===== config.mk =====
export PLATFORM = sky130hd
export DESIGN_NAME = sram_port_arbiter
export DESIGN_NICKNAME = d
export VERILOG_FILES = /design/src/rtl/sram_arb_pkg.sv /design/src/rtl/sram_port_arbiter_rr.sv /design/src/rtl/sram_port_arbiter.sv
export SDC_FILE = /design/constraint.sdc
export NUM_CORES = 1
export LEC_CHECK = 0
export ABC_AREA = 1
export BUFFER_PORTS_ARGS = -buffer_cell sky130_fd_sc_hd__buf_2
export CORE_UTILIZATION = 41
export CTS_CLUSTER_SIZE = 20
export DETAILED_ROUTE_END_ITERATION = 7
export PLACE_DENSITY = 0.9
export SYNTH_ARGS = -nofsm -noshare
export SYNTH_HDL_FRONTEND = slang
export SYNTH_SLANG_ARGS = --single-unit

===== constraint.sdc =====
create_clock -name clk -period 3.51 [get_ports clk]
set_input_delay 0.351 -clock clk [delete_from_list [all_inputs] [get_ports clk]]
set_output_delay 0.351 -clock clk [all_outputs]
set_load 0.005 [all_outputs]

===== src/rtl/sram_arb_pkg.sv =====
// Shared constants and the read-tag type used by the SRAM port arbiter.
package sram_arb_pkg;

    localparam int MAX_REQ        = 16;
    localparam int MAX_RD_LATENCY = 4;
    localparam int TAG_ID_W       = $clog2(MAX_REQ);

    // One stage of the read-return pipeline: a valid bit and the issuing requester.
    typedef struct packed {
        logic                valid;
        logic [TAG_ID_W-1:0] id;
    } rd_tag_t;

endpackage


===== src/rtl/sram_port_arbiter_rr.sv =====
// Round-robin search: first requester at or after ptr, wrapping at N-1.
module rr_arbiter #(
    parameter int N     = 4,
    parameter int IDX_W = (N > 1) ? $clog2(N) : 1
) (
    input  logic [N-1:0]     req,
    input  logic [IDX_W-1:0] ptr,
    output logic [N-1:0]     grant,
    output logic [IDX_W-1:0] winner,
    output logic             any_grant
);

    logic [2*N-1:0] doubled;
    logic [N-1:0]   rotated;
    int             offset;

    // Rotating the request vector by ptr turns the wrap-around search into a priority encode.
    always_comb begin
        doubled   = {req, req} >> ptr;
        rotated   = doubled[N-1:0];
        offset    = 0;
        any_grant = |rotated;
        for (int i = N - 1; i >= 0; i--) begin
            if (rotated[i]) begin
                offset = i;
            end
        end
        winner = IDX_W'((int'(ptr) + offset) % N);
        grant  = N'(any_grant) << winner;
    end

endmodule


===== src/rtl/sram_port_arbiter.sv =====
// Shares one single-port SRAM among NUM_REQ requesters and tags read data back to its issuer.
module sram_port_arbiter
    import sram_arb_pkg::*;
#(
    parameter int NUM_REQ    = 4,
    parameter int DATA_WIDTH = 8,
    parameter int ADDR_WIDTH = 8,
    parameter int RD_LATENCY = 2
) (
    input  logic                            clk,
    input  logic                            rstn,
    input  logic                            clear,
    input  logic [NUM_REQ-1:0]              req_valid,
    output logic [NUM_REQ-1:0]              req_ready,
    input  logic [NUM_REQ-1:0]              req_we,
    input  logic [NUM_REQ*ADDR_WIDTH-1:0]   req_addr,
    input  logic [NUM_REQ*DATA_WIDTH-1:0]   req_wdata,
    output logic [NUM_REQ-1:0]              rsp_valid,
    output logic [DATA_WIDTH-1:0]           rsp_data,
    output logic                            mem_en,
    output logic                            mem_wr_en,
    output logic [ADDR_WIDTH-1:0]           mem_addr,
    output logic [DATA_WIDTH-1:0]           mem_din,
    input  logic [DATA_WIDTH-1:0]           mem_dout,
    output logic                            busy
);

    localparam int IDX_W = (NUM_REQ > 1) ? $clog2(NUM_REQ) : 1;

    logic [IDX_W-1:0]   ptr_r;
    logic [NUM_REQ-1:0] req_masked;
    logic [NUM_REQ-1:0] grant;
    logic [IDX_W-1:0]   winner;
    logic               any_grant;
    logic               win_we;
    rd_tag_t            pipe [RD_LATENCY];

    // Requests are hidden from the arbiter during reset and clear so nothing can be granted.
    assign req_masked = (clear || !rstn) ? '0 : req_valid;

    rr_arbiter #(
        .N     (NUM_REQ),
        .IDX_W (IDX_W)
    ) u_rr (
        .req       (req_masked),
        .ptr       (ptr_r),
        .grant     (grant),
        .winner    (winner),
        .any_grant (any_grant)
    );

    assign req_ready = grant;
    assign win_we    = 1'(req_we >> winner);

    always_comb begin
        mem_en    = any_grant;
        mem_wr_en = any_grant && win_we;
        mem_addr  = '0;
        mem_din   = '0;
        if (any_grant) begin
            mem_addr = ADDR_WIDTH'(req_addr >> (int'(winner) * ADDR_WIDTH));
            mem_din  = DATA_WIDTH'(req_wdata >> (int'(winner) * DATA_WIDTH));
        end
    end

    always_ff @(posedge clk or negedge rstn) begin
        if (!rstn) begin
            ptr_r <= '0;
        end else if (clear) begin
            ptr_r <= '0;
        end else if (any_grant) begin
            ptr_r <= (int'(winner) == NUM_REQ - 1) ? '0 : winner + 1'b1;
        end
    end

    // Read tags march one stage per cycle; the last stage lines up with mem_dout.
    always_ff @(posedge clk or negedge rstn) begin
        if (!rstn) begin
            for (int i = 0; i < RD_LATENCY; i++) begin
                pipe[i] <= '0;
            end
        end else if (clear) begin
            for (int i = 0; i < RD_LATENCY; i++) begin
                pipe[i] <= '0;
            end
        end else begin
            pipe[0].valid <= any_grant && !win_we;
            pipe[0].id    <= TAG_ID_W'(winner);
            for (int i = 1; i < RD_LATENCY; i++) begin
                pipe[i] <= pipe[i-1];
            end
        end
    end

    always_comb begin
        busy = 1'b0;
        for (int i = 0; i < RD_LATENCY; i++) begin
            busy = busy | pipe[i].valid;
        end
        rsp_valid = NUM_REQ'(pipe[RD_LATENCY-1].valid) << pipe[RD_LATENCY-1].id;
        rsp_data  = pipe[RD_LATENCY-1].valid ? mem_dout : '0;
    end

endmodule


==> results of run 1 <==
==> area by class of cell <==
type                       instances  area (um^2)  area share (%)
sequential                         8          200            9.07
timing repair buffer             119          603            27.3
inverter                          27          111            5.04
clock buffer                       3         41.3            1.87
multi-input combinational        219         1190            54.0
tap                               48         60.1            2.72
==> worst max-delay path, delay by kind of cell, from the launching register on <==
| family | cells | cell delay [ps] |
|---|---|---|
| flip-flops | 1 | 490 |
| adder cells (fa/ha/maj) | 1 | 200 |
| buffers and inverters | 4 | 580 |
| AO/OA/AOI/OAI | 1 | 140 |
| XOR/XNOR | 1 | 280 |
| AND/OR/NAND/NOR | 9 | 890 |
==> metal layers <==
metal  vias up  global-route usage [%]  share of wire (%)
li1       1052                       -                  -
met1       828                    21.8                 40
met2       101                    40.1                 48
met3         8                    5.00                9.2
met4         0                    6.39                2.2
met5         -                       0                  0
==> registers in the layout (all words and copies together), names as in the netlist <==
| register | flops |
|---|---|
| ptr_r | 2 |
| pipe | 6 |
==> kinds of logic after synthesis <==
kind of cell | after synthesis | share of synthesized area, %
adder cells (fa/ha/maj) | 1 | 0.784
AO/OA/AOI/OAI | 4 | 1.25
AND/OR/NAND/NOR | 197 | 61.6
multiplexers | 16 | 10.0
XOR/XNOR | 1 | 1.02
buffers and inverters | 41 | 12.8
flip-flops | 8 | 12.5
==> worst paths after layout <==
check	endpoint	slack [ps]	cells past startpoint	start
setup / recovery	mem_addr[0]	340	16	ptr_r[0]$_DFFE_PN0P_
max in group asynchronous	pipe[1]$_DFF_PN0_	2580	2	rstn
setup reg to reg	ptr_r[1]$_DFFE_PN0P_	910	12	ptr_r[0]$_DFFE_PN0P_
hold reg to reg	pipe[1]$_DFF_PN0_	460	2	pipe[6]$_DFF_PN0_
hold / removal	pipe[6]$_DFF_PN0_	430	2	clear
min in group asynchronous	ptr_r[0]$_DFFE_PN0P_	670	2	rstn
==> per-stage QoR <==
| step | cells | hold WS, ps | setup WS [ps] | cell area, um^2 |
|---|---|---|---|---|
| after global placement | 420 | 232 | 567 | 2160 |
| after detailed placement | 420 | 239 | 479 | 2160 |
| final | 424 | 432 | 343 | 2210 |
| after global routing | 424 | 447 | 61.0 | 2210 |
| after floorplan | 268 | 55.4 | 845 | 1600 |
| after CTS | 424 | 433 | 335 | 2210 |
==> cells in the final DEF, fill, tap and decap left out, types with 2 or more instances in the layout <==
cell / instances
sky130_fd_sc_hd__nand2_2: 3
sky130_fd_sc_hd__nand2_1: 98
sky130_fd_sc_hd__nand3_1: 37
sky130_fd_sc_hd__nand3_2: 2
sky130_fd_sc_hd__dfrtp_1: 8
sky130_fd_sc_hd__mux2i_1: 16
sky130_fd_sc_hd__inv_2: 4
sky130_fd_sc_hd__nand2_4: 2
sky130_fd_sc_hd__buf_2: 117
sky130_fd_sc_hd__o21ai_0: 3
sky130_fd_sc_hd__inv_1: 21
sky130_fd_sc_hd__nor3_1: 5
sky130_fd_sc_hd__nor2_4: 11
sky130_fd_sc_hd__nor2_2: 10
sky130_fd_sc_hd__clkbuf_8: 3
sky130_fd_sc_hd__nor2_1: 25
sky130_fd_sc_hd__nand2_8: 2
==> repair_timing <==
item                      in CTS  in global routing
resized for setup              0                  0
hold buffers                   1                  0
hold endpoints to repair       8                  0
setup buffers                  0                  0
==> reports/qor.yml, run 1 <==
synth:
  synth.cell_area_um2: 1600
  yosysMostFrequentCell: "sky130_fd_sc_hd__nand2_1"
  synth_top_cell_by_area: "sky130_fd_sc_hd__nand2_1"
  synth_edf_count: 0
  synth_commonest_cells: "sky130_fd_sc_hd__nand2_1, sky130_fd_sc_hd__nand3_1, sky130_fd_sc_hd__nor2_1"
  number_of_warnings_reported_in_the_yosys_synthesis_log: 0
  synth_cell_type_count: 28
  post-synth-top-area-fraction_pct: 23.0
  yosys-top-cells-area: "sky130_fd_sc_hd__nand2_1, sky130_fd_sc_hd__dfrtp_1, sky130_fd_sc_hd__nand3_1"
  postSynthRegisterBits: 8
  syn_inst: 268
  synth_area_per_cell_um2: 5.96
  async_flop_share_pct: 100
  synth_seq_area_share_pct: 12.5
  ys.flop_type: "sky130_fd_sc_hd__dfrtp_1"
  synth_fp_nets: 352
finish:
  num-fill-cells: 340
  post_route_cells_drive_above_1_share_pct: 42.3
  finish.utilization_pct: 59.9
  area.growth.synth_to_final_pct: 38.3
  antenna_cell_count: 0
  net_count_final: 462
cts:
  clk_latency_ps: 220
  ctsRootBufferMaster: "sky130_fd_sc_hd__clkbuf_8"
  clk_path_buf_depth: 2
  sinks_on_the_clock_net: 8
  clock_tree.htree_level_count: 1
  numCtsBuffers: 3
  clock_transition_at_the_register_clock_pins_on_the_worst_setup_and_hold_paths_after_cts_ps: 40
  clock_tree_from_tritoncts: "yes"
timing:
  final.setup.tns_ps: 0
  slew-limit-headroom_pct: 59.8
  fin_worst_skew_ps: 0.450
  setup_viol_count_final: 0
  worst_slew_pin_slew_ps: 603
  report.final.hold_viol_count: 0
  finalCritPeriodShare_pct: 90.2
  report.final.slew_viol_count: 0
  setup_repair_after_global_routing_missed_its_margin: "no"
  fin_crit_ps: 3170
  achievable-frequency_ghz: 0.316
critical_path:
  critPathArrivalTime_ps: 2820
  crit_path_capture_type: "primary output"
  data_required_time_of_the_critical_path_ps: 3160
  worstPathMaxFanout: 19
  cpMostUsedCell: "sky130_fd_sc_hd__nand2_1"
  setup.worst_path.start_class: "flip-flop"
  path_class: "reg -> out"
  critical-path-max-stage-delay_ps: 490
  worstPathCellList: "inv_2 > nand2_1 > nand2_1 > nand2_1 > nand2_2 > nand3_1 > a21oi_1 > ha_1 > xor2_2 > inv_1 > nand3_4 > nand2_8 > inv_8 > nor2_1 > nor2_1 > buf_2"
  cpMaxStageDelayCell: "sky130_fd_sc_hd__dfrtp_1"
run:
  cap_violations: 0
drt:
  detailed_route_via_count: 1989
  final_routed_drc_violation_total: 0
  post_drt_wl_per_cell_um: 9.94
  number_of_routed_nets_with_antenna_violations: 0
  first_iter_violations: 61
  dr.pass1.iters: 4
  totalWireLength_um: 4220
  routed_via_density: 4.69
place:
  gp_congestion: 0.925
  io_buffer_count: 117
  dp_hpwl_um: 3370
die:
  std_cell_rows: 22
  die_width_um: 64.4
  dieArea_um2: 4150
  initial_core_utilization_pct: 43.3
  die-height_um: 64.4
  num_io_pins: 118
  core-area_um2: 3690
global_routing:
  grt_antenna_before_repair: 0
  global_route_wire_length_before_repair_um: 7010
  grt-ovfl-total: 0
  global_route.usage.total_pct: 20.8
  grt_max_degree: 37
  first_global_vias: 1800
min_path:
  holdCritPathClass: "in -> reg"
run_status:
  status: "completed"
Power of run 1 is left out: the tool's default activity adds up to more than one toggle a clock period on the data nets, which glitch-free logic cannot reach.
==> inputs of run 2 (changes only) <==
Settings changed: ABC_AREA 1 to not set, CORE_UTILIZATION 41 to 44, PLACE_DENSITY 0.9 to 0.91.
==> run 2 against run 1 <==
Against the previous run:
- clock skew increased by 2.7 ps
- first-iteration DRC count increased to 3.4 times the previous value
- non-clock buffer count increased by 6
- synthesized area increased by 20%
- global-route usage increased by 4.3 points
- synthesized cell count decreased by 26%
- worst setup slack got worse by 19 ps
- register-to-register slack got worse by 90 ps
- final cell count decreased by 17%
- wire length increased by 35%
==> reports/qor.yml, run 2 <==
timing:
  slew-limit-headroom_pct: 49.4
  achievable-frequency_ghz: 0.314
  report.final.slew_viol_count: 0
  report.final.hold_viol_count: 0
  timing.hold.ws_ps: 89.4
  setup_repair_after_global_routing_missed_its_margin: "no"
  setup_viol_count_final: 0
  fin_worst_skew_ps: 3.15
  final.setup.tns_ps: 0
  finalCritPeriodShare_pct: 90.8
  fin_crit_ps: 3190
  worst_slew_pin_slew_ps: 758
finish:
  register_area_um2: 200
  antenna_cell_count: 0
  layout.cells.most_common_list: "sky130_fd_sc_hd__buf_2, sky130_fd_sc_hd__mux4_2, sky130_fd_sc_hd__a21oi_1, sky130_fd_sc_hd__nand4_1, sky130_fd_sc_hd__nand3_1"
  largest_register: "pipe"
  final_common_cell: "sky130_fd_sc_hd__buf_2"
  area_used_by_multi_input_combinational_logic_um2: 1550
  top_registers: "pipe (6), ptr_r (2)"
  post_route_cells_drive_above_1_share_pct: 57.3
  final_cell_count_no_fill: 350
  net_count_final: 386
  area.growth.synth_to_final_pct: 32.0
  num-fill-cells: 364
  number_of_flip_flops_in_the_largest_register: 6
power_and_ir_drop:
  share_seq_of_total_power_pct: 18.6
  internal-power_mw: 0.377
  design_power_total_mw: 0.608
  power_density_nw_per_um2: 240
  net-switching-power_mw: 0.231
  switching_share_pct: 37.9
  comb_power_share_pct: 63.7
  irDropWorstVdd_uv: 133
  p_clk_share_pct: 17.7
  leakagePower_nw: 1.16
die:
  initial_core_utilization_pct: 46.9
  core-area_um2: 4090
  die-height_um: 68.0
  dieArea_um2: 4630
  std_cell_rows: 23
  num_io_pins: 118
  die_width_um: 68.0
global_routing:
  grt_antenna_before_repair: 0
  grt-ovfl-total: 0
  global_route.usage.total_pct: 25.2
  grt_max_degree: 29
  first_global_vias: 2074
  global_route_wire_length_before_repair_um: 8810
critical_path:
  setup.worst_path.start_class: "flip-flop"
  worst-r2r-cell-count: 10
  worst-path-buf-inv: 2
  crit_path_capture_type: "primary output"
  critical-path-max-stage-delay_ps: 560
  worstPathCellList: "nor2b_1 > a2111oi_0 > nand2_1 > nand2_1 > ha_2 > buf_4 > mux4_2 > nand4_1 > a21oi_1 > buf_2"
  critPathArrivalTime_ps: 2830
  path_class: "reg -> out"
  worstPathMaxFanout: 21
  worst_setup_path_startpoint: "ptr_r[1]$_DFFE_PN0P_"
  worstSetupPathDepth: 10
  data_required_time_of_the_critical_path_ps: 3160
  cp_delay_by_family_top: "multiplexers"
  regToRegStartpoint: "ptr_r[1]$_DFFE_PN0P_"
  cpMostUsedCell: "sky130_fd_sc_hd__nand2_1"
  cpMaxStageDelayCell: "sky130_fd_sc_hd__mux4_2"
drt:
  dr.pass1.iters: 4
  detailed_route_via_count: 2191
  routed_via_density: 6.26
  totalWireLength_um: 5700
  number_of_routed_nets_with_antenna_violations: 0
  post_drt_wl_per_cell_um: 16.3
  final_routed_drc_violation_total: 0
  first_iter_violations: 205
synth:
  postSynthRegisterBits: 8
  yosys-top-cells-area: "sky130_fd_sc_hd__mux4_2, sky130_fd_sc_hd__dfrtp_1, sky130_fd_sc_hd__nand4_1"
  synth_commonest_cells: "sky130_fd_sc_hd__mux4_2, sky130_fd_sc_hd__a21oi_1, sky130_fd_sc_hd__nand3_1, sky130_fd_sc_hd__nand4_1, sky130_fd_sc_hd__buf_2"
  synth_edf_count: 0
  synth_cell_type_count: 45
  yosysMostFrequentCell: "sky130_fd_sc_hd__mux4_2"
  async_flop_share_pct: 100
  synth_seq_area_share_pct: 10.4
  synth_fp_nets: 282
  number_of_warnings_reported_in_the_yosys_synthesis_log: 0
  synth_top_cell_by_area: "sky130_fd_sc_hd__mux4_2"
  post-synth-top-area-fraction_pct: 39.9
  synth_area_per_cell_um2: 9.69
  ys.flop_type: "sky130_fd_sc_hd__dfrtp_1"
  syn_inst: 198
  synth.cell_area_um2: 1920
min_path:
  holdCritPathClass: "in -> async"
place:
  dp_hpwl_um: 4370
  dpl.cell_count: 347
  gp_congestion: 0.844
  io_buffer_count: 117
cts:
  numCtsBuffers: 3
  cts_resized: 0
  clk_path_buf_depth: 2
  clock_tree_from_tritoncts: "yes"
  postCtsSetupBuffers: 0
  clock_transition_at_the_register_clock_pins_on_the_worst_setup_and_hold_paths_after_cts_ps: 40
  sinks_on_the_clock_net: 8
  total_of_hold_buffers_inserted_after_clock_tree_synthesis: 0
  clk_latency_ps: 230
  ctsRootBufferMaster: "sky130_fd_sc_hd__clkbuf_8"
  clock_tree.htree_level_count: 1
run:
  cap_violations: 0
run_status:
  status: "completed"
run 2: kinds of logic after synthesis:
| logic type | count (synthesis) | share of synthesized area, % |
|---|---|---|
| compound gates | 40 | 12.9 |
| xor+xnor | 1 | 0.457 |
| fa+ha+maj | 1 | 0.652 |
| buf+inv | 31 | 8.81 |
| flops | 8 | 10.4 |
| mux | 37 | 42.5 |
| simple gates | 80 | 24.3 |
run 2: per-layer routing:
layer / up-vias / global-route usage, % / wire, um
li1: 1002 / - / -
met1: 1026 / 28.9 / 2050
met2: 146 / 46.1 / 3060
met4: 0 / 10.7 / 95
met3: 17 / 3.50 / 501
met5: - / 0 / 0
run 2: through the flow:
| step | setup WS, ps | area, um^2 | util (%) |
|---|---|---|---|
| 2_1_floorplan | 872 | 1920 | - |
| 3_3_place_gp | 550 | 2490 | 61.0 |
| 3_5_place_dp | 506 | 2490 | 61.0 |
| 4_1_cts | 361 | 2530 | 62.0 |
| 5_1_grt | 57.0 | 2530 | 62.0 |
| 6_report | 325 | 2530 | 62.0 |
run 2: final cells by class:
cell class,count,share of cell area [%]
multi-input cells,159,61.3
repair buffers,125,26.0
flip-flops and latches,8,7.91
well taps,50,2.47
clock buffers,3,1.63
inverters,5,0.741
run 2: power by group through the flow:
stage	Clock [mW]	Sequential [mW]	Combinational, mW
after detailed placement	0	0.114	0.388
after global routing	0.117	0.115	0.424
after floorplan	0	0.105	0.289
after CTS	0.110	0.113	0.388
after global placement	0	0.114	0.374
final	0.108	0.113	0.387
run 2: worst paths after layout:
path / endpoint / slack (ps)
max in group asynchronous: pipe[9]$_DFF_PN0_ / 3260
min: ptr_r[0]$_DFFE_PN0P_ / 90
max: mem_addr[1] / 320
min reg2reg: pipe[1]$_DFF_PN0_ / 450
min in group clk: ptr_r[1]$_DFFE_PN0P_ / 420
max reg2reg: pipe[9]$_DFF_PN0_ / 820
No activity file was read; power rests on OpenSTA's default activity.
==> inputs of run 3 (changes only) <==
Settings changed: BUFFER_PORTS_ARGS -buffer_cell sky130_fd_sc_hd__buf_2 to -buffer_cell sky130_fd_sc_hd__clkbuf_2, CORE_UTILIZATION 44 to 36, PLACE_DENSITY 0.91 to 0.9, SYNTH_HIERARCHICAL set to 1.
==> run 3 against run 2 <==
Against the previous run:
- core utilization is 0.78 points lower
- worst setup slack worse by 150 ps
- hold slack worse by 83 ps
- cell area is 26% lower
- critical path depth is 5 higher
- synthesized cell count is 31% lower
- wire length is 38% lower
- first-iteration DRC count is 95% lower
- sequential power is 9.7% higher
- sequential cell count stayed put
- count of clock-buffer cells in the layout stayed put
- fmax is 4.4% lower
==> reports/qor.yml, run 3 <==
run_status:
  status: "completed"
drt:
  post_drt_wl_per_cell_um: 11.9
  number_of_routed_nets_with_antenna_violations: 0
  first_iter_violations: 11
  dr.pass1.iters: 4
  totalWireLength_um: 3550
  final_routed_drc_violation_total: 0
  detailed_route_via_count: 1493
  routed_via_density: 4.99
min_path:
  holdCritPathClass: "in -> async"
timing:
  fin_crit_ps: 3330
  report.final.slew_viol_count: 0
  setup_viol_count_final: 0
  final.setup.tns_ps: 0
  report.final.hold_viol_count: 0
  achievable-frequency_ghz: 0.300
  slew-limit-headroom_pct: 63.8
  timing.hold.ws_ps: 6.31
  fin_worst_skew_ps: 5.26
  worst_slew_pin_slew_ps: 542
  finalCritPeriodShare_pct: 94.9
  setup_repair_after_global_routing_missed_its_margin: "no"
global_routing:
  first_global_vias: 1399
  global_route.usage.total_pct: 20.6
  grt_antenna_before_repair: 0
  global_route_wire_length_before_repair_um: 5550
  grt-ovfl-total: 0
  grt_max_degree: 17
synth:
  synth_seq_area_share_pct: 17.3
  synth_fp_nets: 220
  syn_inst: 136
  number_of_warnings_reported_in_the_yosys_synthesis_log: 6
  yosysMostFrequentCell: "sky130_fd_sc_hd__mux2i_1"
  synth_edf_count: 0
  synth_cell_type_count: 32
  ys.flop_type: "sky130_fd_sc_hd__dfrtp_1"
  synth_area_per_cell_um2: 8.52
  post-synth-top-area-fraction_pct: 32.0
  synth_commonest_cells: "sky130_fd_sc_hd__mux2i_1, sky130_fd_sc_hd__o22ai_1, sky130_fd_sc_hd__and2_1"
  synth.cell_area_um2: 1160
  async_flop_share_pct: 100
  yosys-top-cells-area: "sky130_fd_sc_hd__mux2i_1, sky130_fd_sc_hd__dfrtp_1, sky130_fd_sc_hd__o22ai_1"
  postSynthRegisterBits: 8
  synth_top_cell_by_area: "sky130_fd_sc_hd__mux2i_1"
power_and_ir_drop:
  switching_share_pct: 40.0
  leakagePower_nw: 1.02
  internal-power_mw: 0.474
  irDropWorstVdd_uv: 242
  comb_power_share_pct: 75.5
  power_density_nw_per_um2: 423
  share_seq_of_total_power_pct: 15.7
  net-switching-power_mw: 0.316
  p_clk_share_pct: 8.7
  design_power_total_mw: 0.790
critical_path:
  critPathArrivalTime_ps: 2980
  setup.worst_path.start_class: "input port"
  critical-path-max-stage-delay_ps: 290
  worstPathCellList: "clkbuf_2 > nor2b_1 > and2_1 > inv_1 > o21ai_0 > a21oi_1 > o31a_1 > ha_1 > xnor2_2 > xnor2_2 > buf_4 > buf_12 > mux2i_1 > o22ai_1 > clkbuf_2"
  regToRegStartpoint: "ptr_r[1]$_DFFE_PN0P_"
  setup.worst_path.end: "mem_addr[3]"
  data_required_time_of_the_critical_path_ps: 3160
  cpMaxStageDelayCell: "sky130_fd_sc_hd__and2_1"
  path_class: "in -> out"
  r2r_end: "pipe[9]$_DFF_PN0_"
  worst-r2r-cell-count: 10
  crit_path_capture_type: "primary output"
  reg2reg_setup_slack_ps: 1010
  worstPathMaxFanout: 16
  worst_setup_path_startpoint: "rstn"
die:
  initial_core_utilization_pct: 38.0
  die_width_um: 58.7
  core-area_um2: 3050
  dieArea_um2: 3450
  std_cell_rows: 20
  num_io_pins: 118
  die-height_um: 58.7
finish:
  final_common_cell: "sky130_fd_sc_hd__clkbuf_2"
  top_registers: "pipe (6), ptr_r (2)"
  post_route_cells_drive_above_1_share_pct: 52.5
  net_count_final: 341
  largest_register: "pipe"
  antenna_cell_count: 0
  area.growth.synth_to_final_pct: 61.2
  layout.cells.most_common_list: "sky130_fd_sc_hd__clkbuf_2, sky130_fd_sc_hd__mux2i_1, sky130_fd_sc_hd__o22ai_1, sky130_fd_sc_hd__and2_1"
  number_of_flip_flops_in_the_largest_register: 6
cts:
  numCtsBuffers: 3
  clock_tree.htree_level_count: 1
  clk_path_buf_depth: 2
  sinks_on_the_clock_net: 8
  clock_transition_at_the_register_clock_pins_on_the_worst_setup_and_hold_paths_after_cts_ps: 50
  ctsRootBufferMaster: "sky130_fd_sc_hd__clkbuf_4"
  clock_tree_from_tritoncts: "yes"
  clk_latency_ps: 250
run:
  cap_violations: 0
place:
  gp_congestion: 0.777
  io_buffer_count: 117
  dp_hpwl_um: 2890
-- run 3: cell types whose count changed after synthesis, moves of 3 or more --
cell                       before  now
sky130_fd_sc_hd__o21ai_1        3    0
sky130_fd_sc_hd__clkbuf_1       7    2
sky130_fd_sc_hd__nand4_1       19    0
sky130_fd_sc_hd__nand3_1       19    0
sky130_fd_sc_hd__mux4_2        34    1
sky130_fd_sc_hd__a21oi_1       22    3
sky130_fd_sc_hd__o22ai_1        0   16
sky130_fd_sc_hd__xnor2_1        0    3
sky130_fd_sc_hd__and2_1         8   13
sky130_fd_sc_hd__mux2i_1        0   37
sky130_fd_sc_hd__buf_2         12    4
-- run 3: layout make-up --
class | instances | area (um^2)
fillers | 290 | 1180
multi-input cells | 115 | 901
repair buffers | 126 | 678
flip-flops and latches | 8 | 200
well taps | 44 | 55.1
clock buffers | 3 | 22.5
inverters | 3 | 11.3
-- run 3: power by group through the flow --
stage	sequential (mW)	clock, mW	combinational (mW)
after CTS	0.123	0.0705	0.595
after floorplan	0.115	0	0.388
final	0.124	0.0689	0.597
after detailed placement	0.125	0	0.576
after global placement	0.124	0	0.568
after global routing	0.127	0.0768	0.650
-- run 3: per-layer routing --
layer  global-route usage, %  part of all wire, %  up-vias
met3                    2.42                  8.2       12
met4                    8.50                  2.6        0
met1                    20.2                   36      651
met5                       0                    0        -
li1                        -                    -      739
met2                    42.4                   54       91
-- run 3: per-stage QoR --
step / area (um^2) / cells / utilization [%] / setup WS [ps]
4_1_cts: 1860 / 299 / 60.9 / 130
6_report: 1870 / 299 / 61.2 / 178
5_1_grt: 1870 / 299 / 61.2 / 11.5
3_3_place_gp: 1820 / 294 / 59.7 / 123
2_1_floorplan: 1160 / 136 / - / 526
3_5_place_dp: 1820 / 294 / 59.7 / 14.6
-- run 3: worst max-delay path: cells and delay by family --
family	cells	cell delay, ps
and+or+nand+nor	2	500
adders and majority gates	1	230
xor gates and xnor gates	2	360
AOI/OAI and AO/OA	4	650
muxes	1	210
buffers and inverters	5	650
-- run 3: worst min-delay path by stage --
stage / start / end / slack [ps] / depth (start not counted)
2_1_floorplan: rstn / pipe[0]$_DFF_PN0_ / 60 / 0
3_3_place_gp: rstn / pipe[4]$_DFF_PN0_ / 280 / 2
3_5_place_dp: rstn / pipe[4]$_DFF_PN0_ / 280 / 2
4_1_cts: rstn / pipe[4]$_DFF_PN0_ / 7 / 2
5_1_grt: rstn / pipe[4]$_DFF_PN0_ / 20 / 2
6_report: rstn / pipe[4]$_DFF_PN0_ / 6 / 2
-- run 3: cells by family after synthesis --
kind of cell    after synthesis  share of synthesized area [%]
compound gates               26                           15.2
buf+inv                      13                           6.26
fa+ha+maj                     1                           1.08
simple gates                 46                           23.2
flops                         8                           17.3
xor+xnor                      4                           3.02
mux                          38                           33.9
-- run 3: what timing repair did --
| action | CTS | global route |
|---|---|---|
| buffers inserted | 2 | 0 |
| gates resized for setup | 0 | 1 |
| gates cloned | 0 | 0 |
| hold buffers | 0 | 0 |
| setup endpoints to repair | 1 | 15 |
| hold endpoints to repair | 0 | 0 |
| pin swaps | 1 | 0 |
